[src/rtl/fetch_unit_pkg.sv]
// Shared MIPS fetch definitions: FSM state encoding and default fetch constants.
package fetch_unit_pkg;

  typedef enum logic {
    RUN  = 1'b0,
    HALT = 1'b1
  } fetch_state_t;

  localparam logic [31:0] HALT_WORD_DEFAULT = 32'hFC00_0000;
  localparam logic [31:0] RESET_PC_DEFAULT  = 32'h0000_0000;

endpackage

[src/rtl/fetch_unit_if.sv]
// Fetch-stage bundle: pipeline control in, instruction-memory bus, IF/ID outputs to decode.
interface fetch_unit_if;

  logic        stall;
  logic        flush;
  logic        redirect;
  logic [31:0] target;
  logic [4:0]  address;
  logic [31:0] instruction;
  logic [31:0] ir;
  logic [31:0] pc_plus4;
  logic        valid;
  logic        halted;

  modport master (
    input  stall, flush, redirect, target, instruction,
    output address, ir, pc_plus4, valid, halted
  );

  modport slave (
    output stall, flush, redirect, target, instruction,
    input  address, ir, pc_plus4, valid, halted
  );

endinterface

[src/rtl/fetch_unit_if_id_reg.sv]
// IF/ID pipeline register: clear drops valid but keeps the payload, load captures a new instruction.
module if_id_reg (
  input  logic        clk,
  input  logic        rst_n,
  input  logic        load,
  input  logic        clear,
  input  logic [31:0] instr_in,
  input  logic [31:0] pc_plus4_in,
  output logic [31:0] ir,
  output logic [31:0] pc_plus4,
  output logic        valid
);

  always_ff @(posedge clk or negedge rst_n) begin
    if (!rst_n) begin
      ir       <= 32'h0;
      pc_plus4 <= 32'h0;
      valid    <= 1'b0;
    end else if (clear) begin
      valid <= 1'b0;
    end else if (load) begin
      ir       <= instr_in;
      pc_plus4 <= pc_plus4_in;
      valid    <= 1'b1;
    end
  end

endmodule

[src/rtl/fetch_unit.sv]
// Instruction fetch stage: PC register, next-PC selection and RUN/HALT control feeding the IF/ID register.
module fetch_unit
  import fetch_unit_pkg::*;
#(
  parameter logic [31:0] RESET_PC  = RESET_PC_DEFAULT,
  parameter logic [31:0] HALT_WORD = HALT_WORD_DEFAULT
) (
  input  logic          clk,
  input  logic          rst_n,
  fetch_unit_if.master  bus
);

  logic [31:0]  pc_reg;
  logic [31:0]  pc_next;
  logic [31:0]  pc_plus4;
  fetch_state_t state_reg;
  fetch_state_t state_next;
  logic         load_ir;
  logic         clear_ir;
  logic         unused_target_bits;

  // Redirect targets are forced word-aligned, so the low target bits never matter.
  assign unused_target_bits = ^bus.target[1:0];

  assign pc_plus4    = pc_reg + 32'd4;
  assign bus.address = pc_reg[6:2];
  assign bus.halted  = (state_reg == HALT);

  always_ff @(posedge clk or negedge rst_n) begin
    if (!rst_n) begin
      pc_reg    <= RESET_PC;
      state_reg <= RUN;
    end else begin
      pc_reg    <= pc_next;
      state_reg <= state_next;
    end
  end

  always_comb begin
    pc_next    = pc_reg;
    state_next = state_reg;
    load_ir    = 1'b0;
    clear_ir   = 1'b0;
    case (state_reg)
      RUN: begin
        if (bus.redirect) begin
          pc_next  = {bus.target[31:2], 2'b00};
          clear_ir = 1'b1;
        end else if (bus.flush) begin
          clear_ir = 1'b1;
          if (!bus.stall) begin
            pc_next = pc_plus4;
          end
        end else if (bus.stall) begin
          pc_next = pc_reg;
        end else if (bus.instruction == HALT_WORD) begin
          // The halt word is swallowed here: PC stays on it and nothing is issued.
          state_next = HALT;
          clear_ir   = 1'b1;
        end else begin
          load_ir = 1'b1;
          pc_next = pc_plus4;
        end
      end
      HALT: begin
        state_next = HALT;
      end
      default: begin
        state_next = RUN;
      end
    endcase
  end

  if_id_reg u_if_id_reg (
    .clk         (clk),
    .rst_n       (rst_n),
    .load        (load_ir),
    .clear       (clear_ir),
    .instr_in    (bus.instruction),
    .pc_plus4_in (pc_plus4),
    .ir          (bus.ir),
    .pc_plus4    (bus.pc_plus4),
    .valid       (bus.valid)
  );

endmodule
[src/flat_wrapper.sv]
// flat-port wrapper written by rule: the top's interface ports become plain ports
module fetch_unit_flat import fetch_unit_pkg::*;
#(
  parameter logic [31:0] RESET_PC  = RESET_PC_DEFAULT,
  parameter logic [31:0] HALT_WORD = HALT_WORD_DEFAULT
)
  (clk, rst_n, bus_stall, bus_flush, bus_redirect, bus_target, bus_instruction, bus_address, bus_ir, bus_pc_plus4, bus_valid, bus_halted);
  fetch_unit_if bus_i ();
  input  logic clk;
  input  logic rst_n;
  input wire logic [$bits(bus_i.stall)-1:0] bus_stall;
  input wire logic [$bits(bus_i.flush)-1:0] bus_flush;
  input wire logic [$bits(bus_i.redirect)-1:0] bus_redirect;
  input wire logic [$bits(bus_i.target)-1:0] bus_target;
  input wire logic [$bits(bus_i.instruction)-1:0] bus_instruction;
  output wire logic [$bits(bus_i.address)-1:0] bus_address;
  output wire logic [$bits(bus_i.ir)-1:0] bus_ir;
  output wire logic [$bits(bus_i.pc_plus4)-1:0] bus_pc_plus4;
  output wire logic [$bits(bus_i.valid)-1:0] bus_valid;
  output wire logic [$bits(bus_i.halted)-1:0] bus_halted;
  assign bus_i.stall = bus_stall;
  assign bus_i.flush = bus_flush;
  assign bus_i.redirect = bus_redirect;
  assign bus_i.target = bus_target;
  assign bus_i.instruction = bus_instruction;
  assign bus_address = bus_i.address;
  assign bus_ir = bus_i.ir;
  assign bus_pc_plus4 = bus_i.pc_plus4;
  assign bus_valid = bus_i.valid;
  assign bus_halted = bus_i.halted;
  fetch_unit #(.RESET_PC(RESET_PC), .HALT_WORD(HALT_WORD)) u_core (.clk(clk), .rst_n(rst_n), .bus(bus_i));
endmodule
[config.mk]
export PLATFORM = sky130hd
export DESIGN_NAME = fetch_unit_flat
export DESIGN_NICKNAME = d
export VERILOG_FILES = /design/src/rtl/fetch_unit_pkg.sv /design/src/rtl/fetch_unit_if.sv /design/src/rtl/fetch_unit_if_id_reg.sv /design/src/rtl/fetch_unit.sv /design/src/flat_wrapper.sv
export SDC_FILE = /design/constraint.sdc
export NUM_CORES = 1
export LEC_CHECK = 0
export BUFFER_PORTS_ARGS = -buffer_cell sky130_fd_sc_hd__buf_2
export CAP_MARGIN = 10
export CORE_MARGIN = 5
export CORE_UTILIZATION = 58
export CTS_BUF_LIST = sky130_fd_sc_hd__clkbuf_8
export DETAILED_ROUTE_END_ITERATION = 16
export PLACE_DENSITY = 0.95
export SLEW_MARGIN = 20
export SYNTH_ARGS = -nofsm -noshare
export SYNTH_HDL_FRONTEND = slang
export SYNTH_SLANG_ARGS = --single-unit
[constraint.sdc]
create_clock -name clk -period 2.7 [get_ports clk]
set_input_delay 0.135 -clock clk [delete_from_list [all_inputs] [get_ports clk]]
set_output_delay 0.135 -clock clk [all_outputs]
set_load 0.005 [all_outputs]
==> results.json, run 1 <==
{
  "wl_um": 12000,
  "dp_hpwl_um": 8560,
  "cp_slowest_cell": "dlygate4sd3_1",
  "firstDrtPassIters": 5,
  "powerDensity_nw_per_um2": 640,
  "die_y_um": 100,
  "skew_ns": 0.0110,
  "worstPathMaxFanout": 32,
  "vias_per_cell": 5.93,
  "leakage_nw": 2.59,
  "h-tree-depth": 3,
  "hold_class": "in -> reg",
  "synth_seq_area_share_pct": 49.6,
  "worst_pin_slew_ns": 0.733,
  "post-route-min-period_ns": 2.27,
  "rsz0062_at_grt": "false",
  "tns_ns": 0,
  "synth_fa_ha_area_share_pct": 0.264,
  "die-area_sq_um": 10100,
  "largest_reg_flops": 32,
  "vias": 4106,
  "io-pin-count": 140,
  "antenna_found_initial": 0,
  "antenna_cells": 0,
  "endpoint_kind": "flop",
  "die_w_um": 100,
  "drv_slew": 0,
  "core-area_sq_um": 8090,
  "synthMuxAreaShare_pct": 8.26,
  "start_kind": "input pin",
  "track_usage_pct": 24.6,
  "synth_top_family_by_area": "simple AND/OR/NAND/NOR gates",
  "num-nets-final": 652,
  "clock_latency_ns": 0.36,
  "dp_slack_ns": 0.534,
  "postLayoutSetupSlackWorst_ns": 0.430,
  "crit_type": "in -> reg",
  "ys_warn_count": 0,
  "syn2layout_area_growth_pct": 19.6,
  "fmax_ghz": 0.440,
  "cts-root-buf": "clkbuf_8",
  "start_util_pct": 58.6,
  "relSlewSlack_pct": 51.1,
  "max-vdd-ir-drop_mv": 0.363,
  "drt_iter0_drc": 306,
  "rows": 33,
  "synth_compound_area_share_pct": 15.7,
  "clock-sinks": 94,
  "critPathBufInv": 3,
  "cp_top_family": "buffers and inverters",
  "grt_pass1_wl_um": 19700,
  "path_clk_slew_ns": 0.10,
  "netlist_instances": 465,
  "path_cells": "dlygate4sd3_1, buf_2, nor4_1, nand4_1, o21ai_4, buf_4, mux2_2",
  "ys_types": 45,
  "post_cts_buffers": 0,
  "syn_area_per_cell_sq_um": 10.2,
  "grt_overflow_total": 0,
  "gp_congestion": 0.869,
  "drv_cap": 0,
  "final.fill_count": 607,
  "route.detailed.drc": 0,
  "status": "finished, final reports clean",
  "cts_buffers": 9,
  "hold_viol_final": 0,
  "synth-xor-area-share_pct": 4.99,
  "io_buffers": 135,
  "grt_max_degree": 81,
  "final_layout_size_suffix_gt1_share_pct": 33.9,
  "worstPathArrival_ns": 2.51,
  "setup_viol": 0,
  "max_stage_delay_ns": 0.54,
  "tritoncts": "built",
  "synthSimpleGateAreaFrac_pct": 15.9,
  "synth.ff_latch_count": 94,
  "grt_pass1_vias": 3960,
  "wl_per_cell_um": 17.4,
  "period_share_pct": 84.1,
  "final_util_pct": 70.1,
  "multi_input_area_sq_um": 2160,
  "cts_resized": 0,
  "ctsHoldBuffers": 1,
  "ant_nets": 0,
  "syn_area_sq_um": 4740,
  "clockBufferDepth": 2,
  "cp.required_ns": 2.94,
  "seqCellArea_sq_um": 2350
}
[stage by stage]
step / hold WS (ns) / power, mW / instances / instance area (sq um)
after detailed placement: 0.362 / 2.62 / 672 / 5410
after CTS: 0.00875 / 3.63 / 689 / 5640
after global placement: 0.355 / 2.56 / 672 / 5410
after global routing: 0.000700 / 3.82 / 692 / 5670
after floorplan: -0.161 / 2.24 / 466 / 4740
final: 0.0103 / 3.63 / 692 / 5670
[worst reg2reg max path: stages, from the launching register on]
cell     delay, ns
dfrtp_1       0.51
and4_1        0.54
nand4_2       0.29
o31a_1        0.39
o31ai_1       0.23
o21ai_0       0.10
[path summary, 6_finish.rpt]
| kind | from | end | slack, ns | cells after the start |
|---|---|---|---|---|
| min in group asynchronous | rst_n | u_core.u_if_id_reg.pc_plus4[10] | 0.36 | 2 |
| worst max-delay path | bus_instruction[7] | u_core.u_if_id_reg.ir[10] | 0.43 | 7 |
| max in group asynchronous | rst_n | u_core.pc_reg[5] | 1.62 | 3 |
| worst min-delay path | bus_instruction[27] | u_core.u_if_id_reg.ir[27] | 0.01 | 2 |
| worst min register to register | u_core.u_if_id_reg.pc_plus4[20] | u_core.u_if_id_reg.pc_plus4[20] | 0.48 | 2 |
| worst max register to register | u_core.pc_reg[6] | u_core.pc_reg[28] | 0.53 | 5 |
[metal layers]
| metal | part of all wire [%] | vias up | track usage, % |
|---|---|---|---|
| li1 | - | 1909 | - |
| met2 | 52 | 153 | 41.2 |
| met1 | 40 | 2016 | 32.2 |
| met3 | 5.8 | 28 | 5.07 |
| met5 | 0 | - | 0 |
| met4 | 2.8 | 0 | 7.56 |
[synth_stat cells (all sizes together)]
cell / n / share of area [%]
o311ai: 1 / 0.18
and4: 6 / 1.1
ha: 1 / 0.26
o22ai: 2 / 0.26
and3: 8 / 1.1
o41ai: 1 / 0.58
o41a: 1 / 0.26
mux2i: 2 / 0.42
dfrtp: 94 / 50
nor2: 23 / 1.8
o2bb2ai: 14 / 2.6
a32oi: 2 / 0.37
nor4bb: 1 / 0.21
nand2b: 1 / 0.13
a22oi: 10 / 1.6
o31a: 1 / 0.18
mux2: 33 / 7.8
inv: 4 / 0.32
clkbuf: 10 / 0.79
nor3b: 2 / 0.32
a21oi: 23 / 2.4
a21o: 1 / 0.16
nor3: 14 / 1.5
buf: 30 / 4.0
and2: 3 / 0.40
nor4: 17 / 2.7
nand3: 9 / 0.95
nand4: 11 / 2.0
conb: 1 / 0.079
nand2: 45 / 3.7
xor2: 5 / 0.92
o21ai: 66 / 7.0
o31ai: 1 / 0.16
xnor2: 22 / 4.1
[layout make-up]
class	count	share of cell area, %
tap	105	2.32
inverter	4	0.265
clock buffer	9	2.18
clock inverter	7	1.68
timing repair buffer	145	14.0
multi-input combinational	328	38.1
sequential	94	41.5
[kinds of logic (layout without fill, tap and decap cells)]
family                   count (synthesis)  count (layout)
AO/OA/AOI/OAI                          123             123
XOR/XNOR                                27              27
adder cells (fa/ha/maj)                  1               1
buffers and inverters                   44             165
flip-flops                              94              94
multiplexers                            35              35
other                                    1               2
AND/OR/NAND/NOR                        140             140
[cell usage in the layout, fill, tap and decap left out, types with 2 or more instances in the layout]
cell and n:
a21oi_1 23, a22oi_1 10, a32oi_1 2, and2_1 3, and3_1 8, and4_1 5
buf_12 2, buf_2 134, buf_4 4, bufinv_16 2, clkbuf_8 9, clkinv_2 2
conb_1 2, dfrtp_1 94, dlygate4sd3_1 4, inv_1 4, inv_6 2, mux2_2 32
mux2i_1 2, nand2_1 44, nand3_1 9, nand4_1 8, nand4_2 2, nor2_1 23
nor3_1 14, nor3b_1 2, nor4_1 15, o21ai_0 61, o21ai_1 4, o22ai_1 2
o2bb2ai_1 14, xnor2_1 22, xor2_1 5
[power breakdown]
part           internal [mW]  switching [mW]  total [mW]
registers               1.65           0.189        1.84
logic                  0.385           0.370       0.756
clock network          0.525           0.509        1.03
total                   2.56            1.07        3.63
(Power assumes the default switching activity.)
==> run 2, diff against run 1 <==
CORE_UTILIZATION = 54   (was 58)
PLACE_DENSITY = 0.9   (was 0.95)
clock period = 2.1 ns   (was 2.7 ns; I/O delays follow)
==> run 2 against run 1 <==
First-iteration DRC count up 5.9%. Combinational power up 40%. Register-to-register slack worse by 0.40 ns. Clock skew up 0.0060 ns. Via count up 4.0%. Sequential power up 28%. Non-clock buffer count up 31. Utilization down 0.73 points. Worst setup slack worse by 0.32 ns. Clock power up 28%. Cell area up 5.6%.
==> results.json, run 2 (synthesized netlist as in run 1, its figures left out) <==
{
  "p_int_mw": 3.33,
  "relSlewSlack_pct": 61.5,
  "tritoncts": "built",
  "drv_slew": 0,
  "grt_pass1_wl_um": 21200,
  "route.detailed.drc": 0,
  "core-area_sq_um": 8640,
  "clock-sinks": 94,
  "rows": 34,
  "worst_r2r_startpoint": "u_core.pc_reg[7]",
  "final.fill_count": 609,
  "die_w_um": 104,
  "io-pin-count": 140,
  "gp_congestion": 0.868,
  "grt_max_degree": 52,
  "path_clk_slew_ns": 0.10,
  "worstPathArrival_ns": 2.22,
  "num-nets-final": 683,
  "worstPathMaxFanout": 33,
  "max_stage_delay_ns": 0.54,
  "cp_slowest_cell": "dlygate4sd3_1",
  "max-vdd-ir-drop_mv": 0.565,
  "hold_viol_final": 0,
  "wl_um": 13300,
  "h-tree-depth": 3,
  "hold_class": "in -> reg",
  "route.met2.wl_um": 6980,
  "final_cell_mix": "buf_2, dfrtp_1, o21ai_0",
  "endpoint_kind": "flop",
  "cp.required_ns": 2.33,
  "clockBufferDepth": 2,
  "start_util_pct": 54.9,
  "worst_pin_slew_ns": 0.577,
  "powerDensity_nw_per_um2": 791,
  "grt_overflow_total": 0,
  "cts_buffers": 9,
  "setup_viol": 0,
  "r2r_cells": 5,
  "mostFrequentLayoutCell": "buf_2",
  "ant_nets": 0,
  "highest_layer": "met4",
  "vias_per_cell": 5.88,
  "p_sw_mw": 1.41,
  "path_cells": "dlygate4sd3_1, buf_2, nor4_1, nand4_1, buf_4, o21ai_4, buf_12, mux2_2",
  "die_y_um": 104,
  "postLayoutSetupSlackWorst_ns": 0.112,
  "post-route-min-period_ns": 1.99,
  "power_mw": 4.74,
  "vias": 4271,
  "skew_ns": 0.0170,
  "antenna_found_initial": 0,
  "pwr-share-clk_pct": 27.8,
  "io_buffers": 135,
  "grt_pass1_vias": 4262,
  "hold_end": "u_core.u_if_id_reg.ir[24]",
  "r2r-end": "u_core.pc_reg[28]",
  "pwr-share-seq_pct": 49.9,
  "drv_cap": 0,
  "final_layout_size_suffix_gt1_share_pct": 33.8,
  "wl_per_cell_um": 18.4,
  "routed-wl-met3_um": 866,
  "die-area_sq_um": 10800,
  "leakage_nw": 2.74,
  "track_usage_pct": 23.7,
  "firstDrtPassIters": 5,
  "p_comb_share_pct": 22.3,
  "clock_latency_ns": 0.36,
  "min_from": "bus_instruction[24]",
  "crit_type": "in -> reg",
  "antenna_cells": 0,
  "period_share_pct": 94.7,
  "dp_hpwl_um": 8700,
  "cts-root-buf": "clkbuf_8",
  "status": "finished, final reports clean",
  "switching_share_pct": 29.8,
  "fmax_ghz": 0.503,
  "largest_reg_flops": 32,
  "met1_length_um": 5010,
  "drt_iter0_drc": 324,
  "r2r_setup_slack_ns": 0.13,
  "start_kind": "input pin",
  "dp_slack_ns": 0.0170,
  "syn2layout_area_growth_pct": 26.3,
  "min_path_cells": 2
}
==> run 2: cell types whose count changed in the layout (fill, tap and decap cells not counted), moves of 2 or more <==
cell | previous run | this run
dlygate4sd3_1 | 4 | 25
buf_4 | 4 | 14
clkinv_2 | 2 | 0
inv_1 | 4 | 6
inv_6 | 2 | 0
==> run 2: area by class of cell <==
| type | instances | area, sq um | area share (%) |
|---|---|---|---|
| timing repair buffer | 176 | 1090 | 18.1 |
| multi-input combinational | 328 | 2180 | 36.5 |
| inverter | 4 | 15.0 | 0.251 |
| clock buffer | 9 | 124 | 2.07 |
| tap | 108 | 135 | 2.26 |
| sequential | 94 | 2350 | 39.3 |
| clock inverter | 7 | 91.3 | 1.53 |
==> run 2: power groups by stage <==
| stage | combinational [mW] | clock, mW | sequential, mW |
|---|---|---|---|
| after floorplan | 0.521 | 0 | 2.36 |
| after global placement | 0.969 | 0 | 2.35 |
| after detailed placement | 1.01 | 0 | 2.38 |
| after CTS | 1.04 | 1.32 | 2.34 |
| after global routing | 1.17 | 1.40 | 2.40 |
| final | 1.06 | 1.32 | 2.36 |
==> run 2: per-stage QoR <==
step	instances	TNS [ns]	instance area [sq um]	hold WS [ns]	utilization (%)
6_report	726	0	5990	0.00173	69.3
5_1_grt	726	-0.0733	5990	0.00610	69.3
4_1_cts	721	0	5920	0.000205	68.5
3_5_place_dp	683	0	5480	0.143	63.5
3_3_place_gp	683	0	5480	0.140	63.5
2_1_floorplan	466	0	4740	-0.191	-
==> run 2: worst max-delay path by stage <==
stage	start	endpoint	cells after the start
2_1_floorplan	u_core.pc_reg[2]	u_core.pc_reg[28]	7
3_3_place_gp	bus_instruction[25]	u_core.pc_reg[5]	6
6_report	bus_instruction[5]	u_core.u_if_id_reg.ir[0]	8
5_1_grt	bus_instruction[5]	u_core.u_if_id_reg.pc_plus4[9]	10
4_1_cts	bus_instruction[12]	u_core.u_if_id_reg.ir[0]	7
3_5_place_dp	bus_instruction[25]	u_core.pc_reg[5]	6
==> run 2: what timing repair did <==
action                                 4_1_cts  5_1_grt
endpoints found under the hold margin       64        3
setup endpoints to repair                    0       81
buffers inserted                             0        2
gates resized for setup                      0        4
hold buffers                                22        3
==> run 2: worst max-delay path: cells and delay by family <==
family                 cells  cell delay, ns
buffers and inverters      4            1.10
and+or+nand+nor            2            0.45
muxes                      1            0.37
AOI/OAI and AO/OA          1            0.19
==> run 2: layer usage <==
layer  vias to the layer above  global-route usage, %
li1                       1971                      -
met1                      2059                   28.4
met2                       196                   41.0
met3                        45                   4.42
met4                         0                   11.0
met5                         -                      0
==> run 3, diff against run 2 <==
CELL_PAD_IN_SITES_DETAIL_PLACEMENT = 1   (was not set)
CELL_PAD_IN_SITES_GLOBAL_PLACEMENT = 1   (was not set)
CORE_UTILIZATION = 41   (was 54)
==> run 3 against run 2 <==
The flow now finishes with violations (setup timing). Combinational power is 14% higher. Sequential power hardly changed. Clock skew is 0.0026 ns lower. Final cell count is 7.0% higher. Global-route usage is 0.25 points higher. Via count is 10% higher.
==> results.json, run 3 (synthesized netlist as in run 1, its figures left out) <==
{
  "post-route-min-period_ns": 2.21,
  "vias_per_cell": 6.06,
  "hold_class": "in -> reg",
  "drv_slew": 0,
  "syn2layout_area_growth_pct": 31.9,
  "skew_ns": 0.0144,
  "dp_hpwl_um": 10700,
  "status": "finished, violations left",
  "dp_slack_ns": 0.0489,
  "ant_nets": 0,
  "worstPathArrival_ns": 2.50,
  "clock_latency_ns": 0.38,
  "cts_buffers": 9,
  "firstDrtPassIters": 5,
  "start_util_pct": 41.7,
  "final.fill_count": 1301,
  "hold_viol_final": 0,
  "io-pin-count": 140,
  "cts-root-buf": "clkbuf_8",
  "die_y_um": 118,
  "h-tree-depth": 3,
  "track_usage_pct": 23.9,
  "crit_type": "reg -> reg",
  "drv_cap": 0,
  "grt_pass1_wl_um": 26700,
  "grt_pass1_vias": 4888,
  "core-area_sq_um": 11400,
  "violations": "setup timing",
  "final-instance-count-excl-fill": 777,
  "grt_max_degree": 60,
  "clockBufferDepth": 2,
  "wl_per_cell_um": 25.6,
  "rows": 39,
  "postLayoutSetupSlackWorst_ns": -0.110,
  "power_mw": 4.85,
  "largest_reg_flops": 32,
  "powerDensity_nw_per_um2": 776,
  "tritoncts": "built",
  "endpoint_kind": "flop",
  "clock-sinks": 94,
  "drt_iter0_drc": 351,
  "io_buffers": 135,
  "die_w_um": 118,
  "max-vdd-ir-drop_mv": 0.410,
  "dpl.cell_count": 721,
  "die-area_sq_um": 13800,
  "gp_congestion": 0.820,
  "antenna_found_initial": 4,
  "fmax_ghz": 0.453,
  "num-nets-final": 696,
  "leakage_nw": 2.85,
  "mostFrequentLayoutCell": "buf_2",
  "relSlewSlack_pct": 58.3,
  "setup_viol": 44,
  "worst_pin_slew_ns": 0.621,
  "vias": 4709,
  "final_layout_size_suffix_gt1_share_pct": 35.6,
  "path_clk_slew_ns": 0.10,
  "wl_um": 19900,
  "grt_overflow_total": 0,
  "worstPathMaxFanout": 7,
  "final_cell_mix": "buf_2, dfrtp_1, o21ai_0",
  "start_kind": "flop",
  "route.detailed.drc": 0,
  "cp.required_ns": 2.39,
  "period_share_pct": 105
}
[run 3: cell count changes in the layout (fill, tap and decap cells not counted), sizes merged]
| cell | previous run | this run |
|---|---|---|
| clkinv | 1 | 0 |
| clkbuf | 9 | 18 |
| dlygate4sd3 | 25 | 27 |
| buf | 151 | 157 |
| diode | 0 | 4 |
| bufinv | 2 | 0 |
| clkinvlp | 2 | 0 |
[run 3: layout make-up]
cell class | count | area, sq um | area share [%]
flip-flops and latches | 94 | 2350 | 37.6
multi-input cells | 328 | 2200 | 35.3
clock buffers | 13 | 179 | 2.86
inverters | 4 | 15.0 | 0.240
clock inverters | 2 | 7.51 | 0.120
diodes | 4 | 10.0 | 0.160
repair buffers | 189 | 1310 | 20.9
well taps | 143 | 179 | 2.86
[run 3: worst max-delay path: stages (launching register included)]
cell and delay, ns:
dfrtp_1 0.51, and2_1 0.38, nand4_1 0.33, nor4_1 0.51
a21oi_1 0.17, o2bb2ai_1 0.23
[run 3: final timing paths]
kind                                                 start                         endpoint  slack [ns]  depth (start not counted)
max                                      u_core.pc_reg[10]                u_core.pc_reg[19]       -0.11                          5
min reg2reg                u_core.u_if_id_reg.pc_plus4[20]  u_core.u_if_id_reg.pc_plus4[20]        0.48                          2
max reg2reg                              u_core.pc_reg[10]                u_core.pc_reg[19]       -0.11                          5
min                                    bus_instruction[28]        u_core.u_if_id_reg.ir[28]       0.002                          2
min in group asynchronous                            rst_n        u_core.u_if_id_reg.ir[30]        0.24                          2
max in group asynchronous                            rst_n                 u_core.pc_reg[2]        1.27                          3
[run 3: layer usage]
layer  wire [um]  vias up  track usage (%)
met1        7380     2364             26.9
li1            -     2003                -
met5           0        -                0
met2       10200      253             42.9
met4        1230        0             13.1
met3        1110       89             3.89
[run 3: what timing repair did]
action,4_1_cts,5_1_grt
setup buffers,0,5
setup endpoints to repair,0,64
gates resized for setup,0,11
endpoints found under the hold margin,57,1
hold buffers,26,1
[run 3: metrics by stage]
stage | hold slack, ns | cell area (sq um) | TNS (ns) | utilization [%]
after global placement | 0.0787 | 5580 | 0 | 49.0
final | 0.00231 | 6250 | -2.77 | 55.0
after global routing | 0.000836 | 6250 | -5.17 | 55.0
after detailed placement | 0.0934 | 5580 | 0 | 49.0
after CTS | 0.00352 | 6020 | 0 | 53.0
after floorplan | -0.191 | 4740 | 0 | -
[run 3: power by group]
group	internal (mW)	switching [mW]	total, mW
Clock	0.549	0.699	1.25
Sequential	2.12	0.272	2.39
Combinational	0.581	0.632	1.21
Total	3.25	1.60	4.85
